===== config.mk =====
export PLATFORM = sky130hd
export DESIGN_NAME = pmt_count_buffer_flat
export DESIGN_NICKNAME = d
export VERILOG_FILES = /design/src/rtl/pmt_count_buffer_if.sv /design/src/rtl/pmt_count_buffer.sv /design/src/flat_wrapper.sv
export SDC_FILE = /design/constraint.sdc
export NUM_CORES = 2
export LEC_CHECK = 0
export BUFFER_PORTS_ARGS = -buffer_cell sky130_fd_sc_hd__buf_2
export CORE_MARGIN = 5
export CORE_UTILIZATION = 50
export DETAILED_ROUTE_END_ITERATION = 10
export HOLD_SLACK_MARGIN = 0.08
export MAX_ROUTING_LAYER = met4
export PLACE_DENSITY = 0.65
export SYNTH_ARGS = -nofsm -noshare
export SYNTH_HDL_FRONTEND = slang
export SYNTH_SLANG_ARGS = --single-unit

===== constraint.sdc =====
create_clock -name iCLOCK -period 5.95 [get_ports iCLOCK]
set_clock_uncertainty 0.15 [all_clocks]
set_input_delay 0.2975 -clock iCLOCK [delete_from_list [all_inputs] [get_ports iCLOCK]]
set_output_delay 0.2975 -clock iCLOCK [all_outputs]
set_load 0.005 [all_outputs]

===== src/rtl/pmt_count_buffer_if.sv =====
// Signal bundle between the laser sequencer / PC-link transmitter and pmt_count_buffer.
// The slave modport is the buffer's view; master is the sequencer/transmitter side.
interface pmt_count_buffer_if #(
    parameter int DEPTH_LOG2 = 6
);
    logic                  iCountReady;
    logic [31:0]           iCountData;
    logic [3:0]            iErrorSignal;
    logic                  iSendData;
    logic                  iFlush;
    logic                  oFinishedSendingData;
    logic [7:0]            oTxData;
    logic                  oTxValid;
    logic                  iTxReady;
    logic                  oOverflow;
    logic [DEPTH_LOG2:0]   oFillLevel;

    modport slave (
        input  iCountReady, iCountData, iErrorSignal, iSendData, iFlush, iTxReady,
        output oFinishedSendingData, oTxData, oTxValid, oOverflow, oFillLevel
    );

    modport master (
        output iCountReady, iCountData, iErrorSignal, iSendData, iFlush, iTxReady,
        input  oFinishedSendingData, oTxData, oTxValid, oOverflow, oFillLevel
    );
endinterface


===== src/rtl/pmt_count_buffer.sv =====
// Buffers PMT count readings in a FIFO and streams them as one framed byte packet
// (header, length, 3 bytes per reading, trailer) when the sequencer requests a send.
module pmt_count_buffer #(
    parameter int DEPTH_LOG2 = 6,
    parameter int COUNT_BITS = 20
) (
    input logic              iCLOCK,
    input logic              iRESET,
    pmt_count_buffer_if.slave bus
);
    localparam int DEPTH = 1 << DEPTH_LOG2;
    localparam logic [7:0] HDR_OK  = 8'hA5;
    localparam logic [7:0] HDR_OVF = 8'hA6;
    localparam logic [7:0] TRAILER = 8'h5A;

    typedef enum logic [2:0] {
        S_IDLE, S_HDR, S_LEN, S_DATA, S_TRL, S_DONE
    } state_t;

    state_t                state_q, state_d;
    logic [23:0]           mem_q [DEPTH];
    logic [DEPTH_LOG2-1:0] wr_ptr_q, wr_ptr_d, rd_ptr_q, rd_ptr_d, rd_ptr_nxt;
    logic [DEPTH_LOG2:0]   count_q, count_d, len_q, len_d, left_q, left_d;
    logic [1:0]            byte_idx_q, byte_idx_d;
    logic [7:0]            tx_data_q, tx_data_d;
    logic                  tx_valid_q, tx_valid_d;
    logic                  ovf_q, ovf_d;

    logic [19:0]           sat_count;
    logic [23:0]           entry_in, head, next_head;
    logic                  full, accept, pop, push, flush;

    function automatic logic [7:0] entry_byte(input logic [23:0] e, input logic [1:0] idx);
        case (idx)
            2'd0:    return e[23:16];
            2'd1:    return e[15:8];
            default: return e[7:0];
        endcase
    endfunction

    // Counts that do not fit in COUNT_BITS clamp to all-ones rather than wrapping.
    always_comb begin
        sat_count = 20'(iCountData_w());
        if ((bus.iCountData >> COUNT_BITS) != 32'd0)
            sat_count = 20'((64'd1 << COUNT_BITS) - 64'd1);
    end

    function automatic logic [31:0] iCountData_w();
        return bus.iCountData;
    endfunction

    assign entry_in   = {bus.iErrorSignal, sat_count};
    assign rd_ptr_nxt = rd_ptr_q + DEPTH_LOG2'(1);
    assign head       = mem_q[rd_ptr_q];
    assign next_head  = mem_q[rd_ptr_nxt];
    assign full       = (count_q == (DEPTH_LOG2+1)'(DEPTH));
    assign accept     = tx_valid_q & bus.iTxReady;

    always_comb begin
        // NOTE: every signal gets a default first so no path through the case infers a latch.
        state_d    = state_q;
        len_d      = len_q;
        left_d     = left_q;
        byte_idx_d = byte_idx_q;
        tx_data_d  = tx_data_q;
        tx_valid_d = tx_valid_q;
        pop        = 1'b0;
        flush      = 1'b0;

        case (state_q)
            S_IDLE: begin
                if (bus.iFlush) begin
                    flush = 1'b1;
                end else if (bus.iSendData) begin
                    len_d      = count_q;
                    left_d     = count_q;
                    state_d    = S_HDR;
                    tx_valid_d = 1'b1;
                    tx_data_d  = ovf_q ? HDR_OVF : HDR_OK;
                end
            end
            S_HDR: begin
                if (accept) begin
                    state_d   = S_LEN;
                    tx_data_d = 8'(len_q);
                end
            end
            S_LEN: begin
                if (accept) begin
                    if (len_q != '0) begin
                        state_d    = S_DATA;
                        byte_idx_d = 2'd0;
                        tx_data_d  = head[23:16];
                    end else begin
                        state_d    = S_TRL;
                        tx_data_d  = TRAILER;
                    end
                end
            end
            S_DATA: begin
                if (accept) begin
                    if (byte_idx_q != 2'd2) begin
                        byte_idx_d = byte_idx_q + 2'd1;
                        tx_data_d  = entry_byte(head, byte_idx_q + 2'd1);
                    end else begin
                        // Entry leaves the FIFO only once its last byte is taken.
                        pop        = 1'b1;
                        left_d     = left_q - 1'b1;
                        byte_idx_d = 2'd0;
                        if (left_q == (DEPTH_LOG2+1)'(1)) begin
                            state_d   = S_TRL;
                            tx_data_d = TRAILER;
                        end else begin
                            tx_data_d = next_head[23:16];
                        end
                    end
                end
            end
            S_TRL: begin
                if (accept) begin
                    state_d    = S_DONE;
                    tx_valid_d = 1'b0;
                    tx_data_d  = 8'h00;
                end
            end
            S_DONE: begin
                if (!bus.iSendData)
                    state_d = S_IDLE;
            end
            default: state_d = S_IDLE;
        endcase

        // A write while full is still taken when a pop frees a slot on the same edge.
        push     = bus.iCountReady & ~flush & (~full | pop);
        wr_ptr_d = flush ? '0 : (push ? wr_ptr_q + DEPTH_LOG2'(1) : wr_ptr_q);
        rd_ptr_d = flush ? '0 : (pop  ? rd_ptr_nxt : rd_ptr_q);

        count_d = count_q;
        if (flush)
            count_d = '0;
        else if (push && !pop)
            count_d = count_q + 1'b1;
        else if (pop && !push)
            count_d = count_q - 1'b1;

        ovf_d = ovf_q;
        if (flush)
            ovf_d = 1'b0;
        else if (bus.iCountReady && full && !pop)
            ovf_d = 1'b1;
    end

    always_ff @(posedge iCLOCK) begin
        if (iRESET) begin
            state_q    <= S_IDLE;
            wr_ptr_q   <= '0;
            rd_ptr_q   <= '0;
            count_q    <= '0;
            len_q      <= '0;
            left_q     <= '0;
            byte_idx_q <= 2'd0;
            tx_data_q  <= 8'h00;
            tx_valid_q <= 1'b0;
            ovf_q      <= 1'b0;
        end else begin
            state_q    <= state_d;
            wr_ptr_q   <= wr_ptr_d;
            rd_ptr_q   <= rd_ptr_d;
            count_q    <= count_d;
            len_q      <= len_d;
            left_q     <= left_d;
            byte_idx_q <= byte_idx_d;
            tx_data_q  <= tx_data_d;
            tx_valid_q <= tx_valid_d;
            ovf_q      <= ovf_d;
        end
    end

    // NOTE: storage is not reset; the pointers and count alone define what is valid.
    always_ff @(posedge iCLOCK) begin
        if (push)
            mem_q[wr_ptr_q] <= entry_in;
    end

    assign bus.oTxData              = tx_data_q;
    assign bus.oTxValid             = tx_valid_q;
    assign bus.oOverflow            = ovf_q;
    assign bus.oFillLevel           = count_q;
    assign bus.oFinishedSendingData = (state_q == S_DONE);
endmodule


===== src/flat_wrapper.sv =====
// flat-port wrapper written by rule: the top's interface ports become plain ports
module pmt_count_buffer_flat 
#(
    parameter int DEPTH_LOG2 = 6,
    parameter int COUNT_BITS = 20
)
  (iCLOCK, iRESET, bus_iCountReady, bus_iCountData, bus_iErrorSignal, bus_iSendData, bus_iFlush, bus_iTxReady, bus_oFinishedSendingData, bus_oTxData, bus_oTxValid, bus_oOverflow, bus_oFillLevel);
  pmt_count_buffer_if #(.DEPTH_LOG2(DEPTH_LOG2)) bus_i ();
  input logic iCLOCK;
  input logic iRESET;
  input wire logic [$bits(bus_i.iCountReady)-1:0] bus_iCountReady;
  input wire logic [$bits(bus_i.iCountData)-1:0] bus_iCountData;
  input wire logic [$bits(bus_i.iErrorSignal)-1:0] bus_iErrorSignal;
  input wire logic [$bits(bus_i.iSendData)-1:0] bus_iSendData;
  input wire logic [$bits(bus_i.iFlush)-1:0] bus_iFlush;
  input wire logic [$bits(bus_i.iTxReady)-1:0] bus_iTxReady;
  output wire logic [$bits(bus_i.oFinishedSendingData)-1:0] bus_oFinishedSendingData;
  output wire logic [$bits(bus_i.oTxData)-1:0] bus_oTxData;
  output wire logic [$bits(bus_i.oTxValid)-1:0] bus_oTxValid;
  output wire logic [$bits(bus_i.oOverflow)-1:0] bus_oOverflow;
  output wire logic [$bits(bus_i.oFillLevel)-1:0] bus_oFillLevel;
  assign bus_i.iCountReady = bus_iCountReady;
  assign bus_i.iCountData = bus_iCountData;
  assign bus_i.iErrorSignal = bus_iErrorSignal;
  assign bus_i.iSendData = bus_iSendData;
  assign bus_i.iFlush = bus_iFlush;
  assign bus_i.iTxReady = bus_iTxReady;
  assign bus_oFinishedSendingData = bus_i.oFinishedSendingData;
  assign bus_oTxData = bus_i.oTxData;
  assign bus_oTxValid = bus_i.oTxValid;
  assign bus_oOverflow = bus_i.oOverflow;
  assign bus_oFillLevel = bus_i.oFillLevel;
  pmt_count_buffer #(.DEPTH_LOG2(DEPTH_LOG2), .COUNT_BITS(COUNT_BITS)) u_core (.iCLOCK(iCLOCK), .iRESET(iRESET), .bus(bus_i));
endmodule

==> flow_metrics.env <==
export IMPL_fillers=9590
export IMPL_io_pins=60
export IMPL_routed_via_density=6.81
export IMPL_cp_slowest_cell="nor2_4"
export IMPL_drc=0
export IMPL_die_h_um=374
export IMPL_wl_um=190000
export IMPL_rows=133
export IMPL_die_w_um=374
export IMPL_insertion_delay_ns=0.80
export IMPL_vdd_ir_drop_max_v=0.000294
export IMPL_synthFlopType="edfxtp_1"
export IMPL_ys_seq_area_frac=0.712
export IMPL_ctsResizeCount=0
export IMPL_ys_types=72
export IMPL_cpLargestDelayFamily="simple AND/OR/NAND/NOR gates"
export IMPL_grt_pass1_wl_um=271000
export IMPL_async_flop_share=0
export IMPL_clock_sinks=1590
export IMPL_setup_viol_count_final=0
export IMPL_finalCritPeriodShare=0.786
export IMPL_port_buffers=59
export IMPL_crit_buf_inv=0
export IMPL_drv_cap=0
export IMPL_start_util=0.504
export IMPL_rrSetupSlack_ns=1.28
export IMPL_cts_htree_levels=4
export IMPL_die_area_um2=140000
export IMPL_ant_nets=0
export IMPL_cts_root_buf="clkbuf_16"
export IMPL_rsz0062_at_grt="false"
export IMPL_synth_seq_cells=1590
export IMPL_synth_cells=3274
export IMPL_setup_tns_ns=0
export IMPL_areaGrowthSynthToFinish_pct=11.9
export IMPL_nNetsFinal=3460
export IMPL_place_congestion=0.924
export IMPL_arrival_ns=4.92
export IMPL_cts_buffer_depth=3
export IMPL_cts_inserted_buffers=160
export IMPL_path_max_fanout=24
export IMPL_clk_pin_slew_ns=0.06
export IMPL_fin_crit_ns=4.67
export IMPL_max_freq_mhz=214
export IMPL_crit_chain="and4b_1 -> a211oi_1 -> nand2b_1 -> nor3_1 -> nand3_1 -> nor2_4"
export IMPL_worst_pin_slew_ns=1.42
export IMPL_cts_tree="done"
export IMPL_slew_headroom=0.0529
export IMPL_coreArea_um2=132000
export IMPL_final_cell_mix="1536 x edfxtp_1, 548 x mux4_2, 164 x clkbuf_16, 157 x nand2_1, 98 x mux2i_1"
export IMPL_required_ns=6.20
export IMPL_syn_nets=3332
export IMPL_syn_avg_cell_area_um2=20.3
export IMPL_power_density_nw_per_um2=304
export IMPL_finalHoldViolations=0
export IMPL_status="finished clean"
export IMPL_first_global_vias=35886
export IMPL_critPathLaunchType="flop"
export IMPL_dr_pass1_iters=6
export IMPL_hold_path_class="in2reg"
export IMPL_dp_hpwl_um=118000
export IMPL_grt_overflow=0
export IMPL_grt_use_total=0.280
export IMPL_final_common_cell="edfxtp_1"
export IMPL_netlist_area_um2=66300
export IMPL_fin_cells=5290
export IMPL_dp_cells=4985
export IMPL_grt_start_max_net_pins=102
export IMPL_p_leak_nw=25.7
export IMPL_synth_edf_count=1536
export IMPL_drt_initial_drc_count=5307
export IMPL_slew_violations=0
export IMPL_antenna_found_initial=2
export IMPL_worstSetupEndpointType="flop"
export IMPL_drive_gt1_frac=0.294
export IMPL_cp_slowest_stage_delay_ns=1.24
export IMPL_crit_type="reg2reg"
export IMPL_wl_per_cell_um=35.9
export IMPL_yosys_warnings=0
export IMPL_vias=36001
==> power breakdown <==
group          leakage (nW)  internal [mW]  total, mW  switching [mW]
combinational          5.64          0.200      0.578           0.378
sequential             17.6           12.2       12.3          0.0820
clock                  2.42           5.47       9.73            4.26
total                  25.7           17.9       22.6            4.72
==> flip-flops by register name, summed over array words and instances, names as in the netlist, 2 cells and up, named ones only <==
signal / cells
u_core.wr_ptr_q: 6
u_core.rd_ptr_q: 6
u_core.mem_q: 1536
u_core.byte_idx_q: 2
u_core.state_q: 3
u_core.len_q: 7
u_core.left_q: 7
u_core.bus.oFillLevel: 7
u_core.bus.oTxData: 8
==> area by class of cell <==
cell class / count / area [um^2] / share of cell area
Sequential cell: 1590 / 47200 / 0.636
Multi-Input combinational cell: 1466 / 18500 / 0.249
Clock buffer: 203 / 4260 / 0.0574
Tap cell: 1755 / 2200 / 0.0296
Timing Repair Buffer: 168 / 1310 / 0.0177
Clock inverter: 86 / 714 / 0.00962
Inverter: 16 / 61.3 / 0.000826
Antenna cell: 6 / 15.0 / 0.000202
==> cell usage after synthesis (12+ instances only) <==
cell type / number / share of area
a211oi_1: 17 / 0.0019
a21oi_1: 50 / 0.0038
a221oi_1: 28 / 0.0037
a22oi_1: 31 / 0.0035
a31oi_1: 24 / 0.0023
and2_1: 13 / 0.0012
buf_2: 69 / 0.0052
buf_4: 47 / 0.0053
buf_6: 13 / 0.0022
clkbuf_1: 63 / 0.0036
dfxtp_1: 54 / 0.016
edfxtp_1: 1536 / 0.70
ha_1: 15 / 0.0028
inv_1: 13 / 0.00074
mux2i_1: 98 / 0.015
mux4_2: 548 / 0.19
nand2_1: 157 / 0.0089
nand3_1: 60 / 0.0045
nor2_1: 156 / 0.0088
nor2b_1: 19 / 0.0018
nor3_1: 26 / 0.0020
o211ai_1: 14 / 0.0016
o21ai_0: 38 / 0.0029
o22ai_1: 12 / 0.0011
or2_2: 26 / 0.0025
==> per-layer routing <==
layer	track usage	routed length (um)
met5	-	0
met4	0.119	9700
met3	0.0663	19200
met2	0.420	89300
met1	0.371	71700
==> worst register-to-register path, delay by kind of cell (launching register included) <==
family	cells	cell delay [ns]
AO/OA/AOI/OAI	1	0.10
flip-flops	1	0.59
AND/OR/NAND/NOR	5	3.39
==> worst paths after layout <==
| check | depth (start not counted) | from | end |
|---|---|---|---|
| worst max register to register | 6 | u_core.state_q[1] | u_core.mem_q[35][7] |
| worst max-delay path | 6 | u_core.state_q[1] | u_core.mem_q[35][7] |
| worst min register to register | 2 | u_core.len_q[1] | u_core.len_q[1] |
| worst min-delay path | 1 | bus_iErrorSignal[0] | u_core.mem_q[53][20] |
==> logic make-up after synthesis <==
logic type,after synthesis,synth area share
adder cells (fa/ha/maj),16,0.00313
AND/OR/NAND/NOR,515,0.0357
XOR/XNOR,18,0.00238
AO/OA/AOI/OAI,265,0.0275
buffers and inverters,218,0.0178
flip-flops,1590,0.712
multiplexers,652,0.202
==> what timing repair did <==
action	4_1_cts	5_1_grt
buffers inserted	0	0
hold endpoints to repair	53	0
endpoints found under the setup margin	0	0
hold buffers	10	0
==> metrics by stage <==
step           power [mW]  area, um^2  worst slack [ns]  hold WS [ns]   util
2_1_floorplan        12.8       66300              2.42         0.246      -
3_3_place_gp         13.0       69200              1.48         0.334  0.525
3_5_place_dp         13.1       69200              1.35         0.338  0.525
4_1_cts              22.6       74200              1.33         0.176  0.564
5_1_grt              23.2       74200              1.10         0.218  0.564
6_report             22.6       74200              1.28         0.204  0.564
Note: power is estimated with default switching activity, not from simulation.
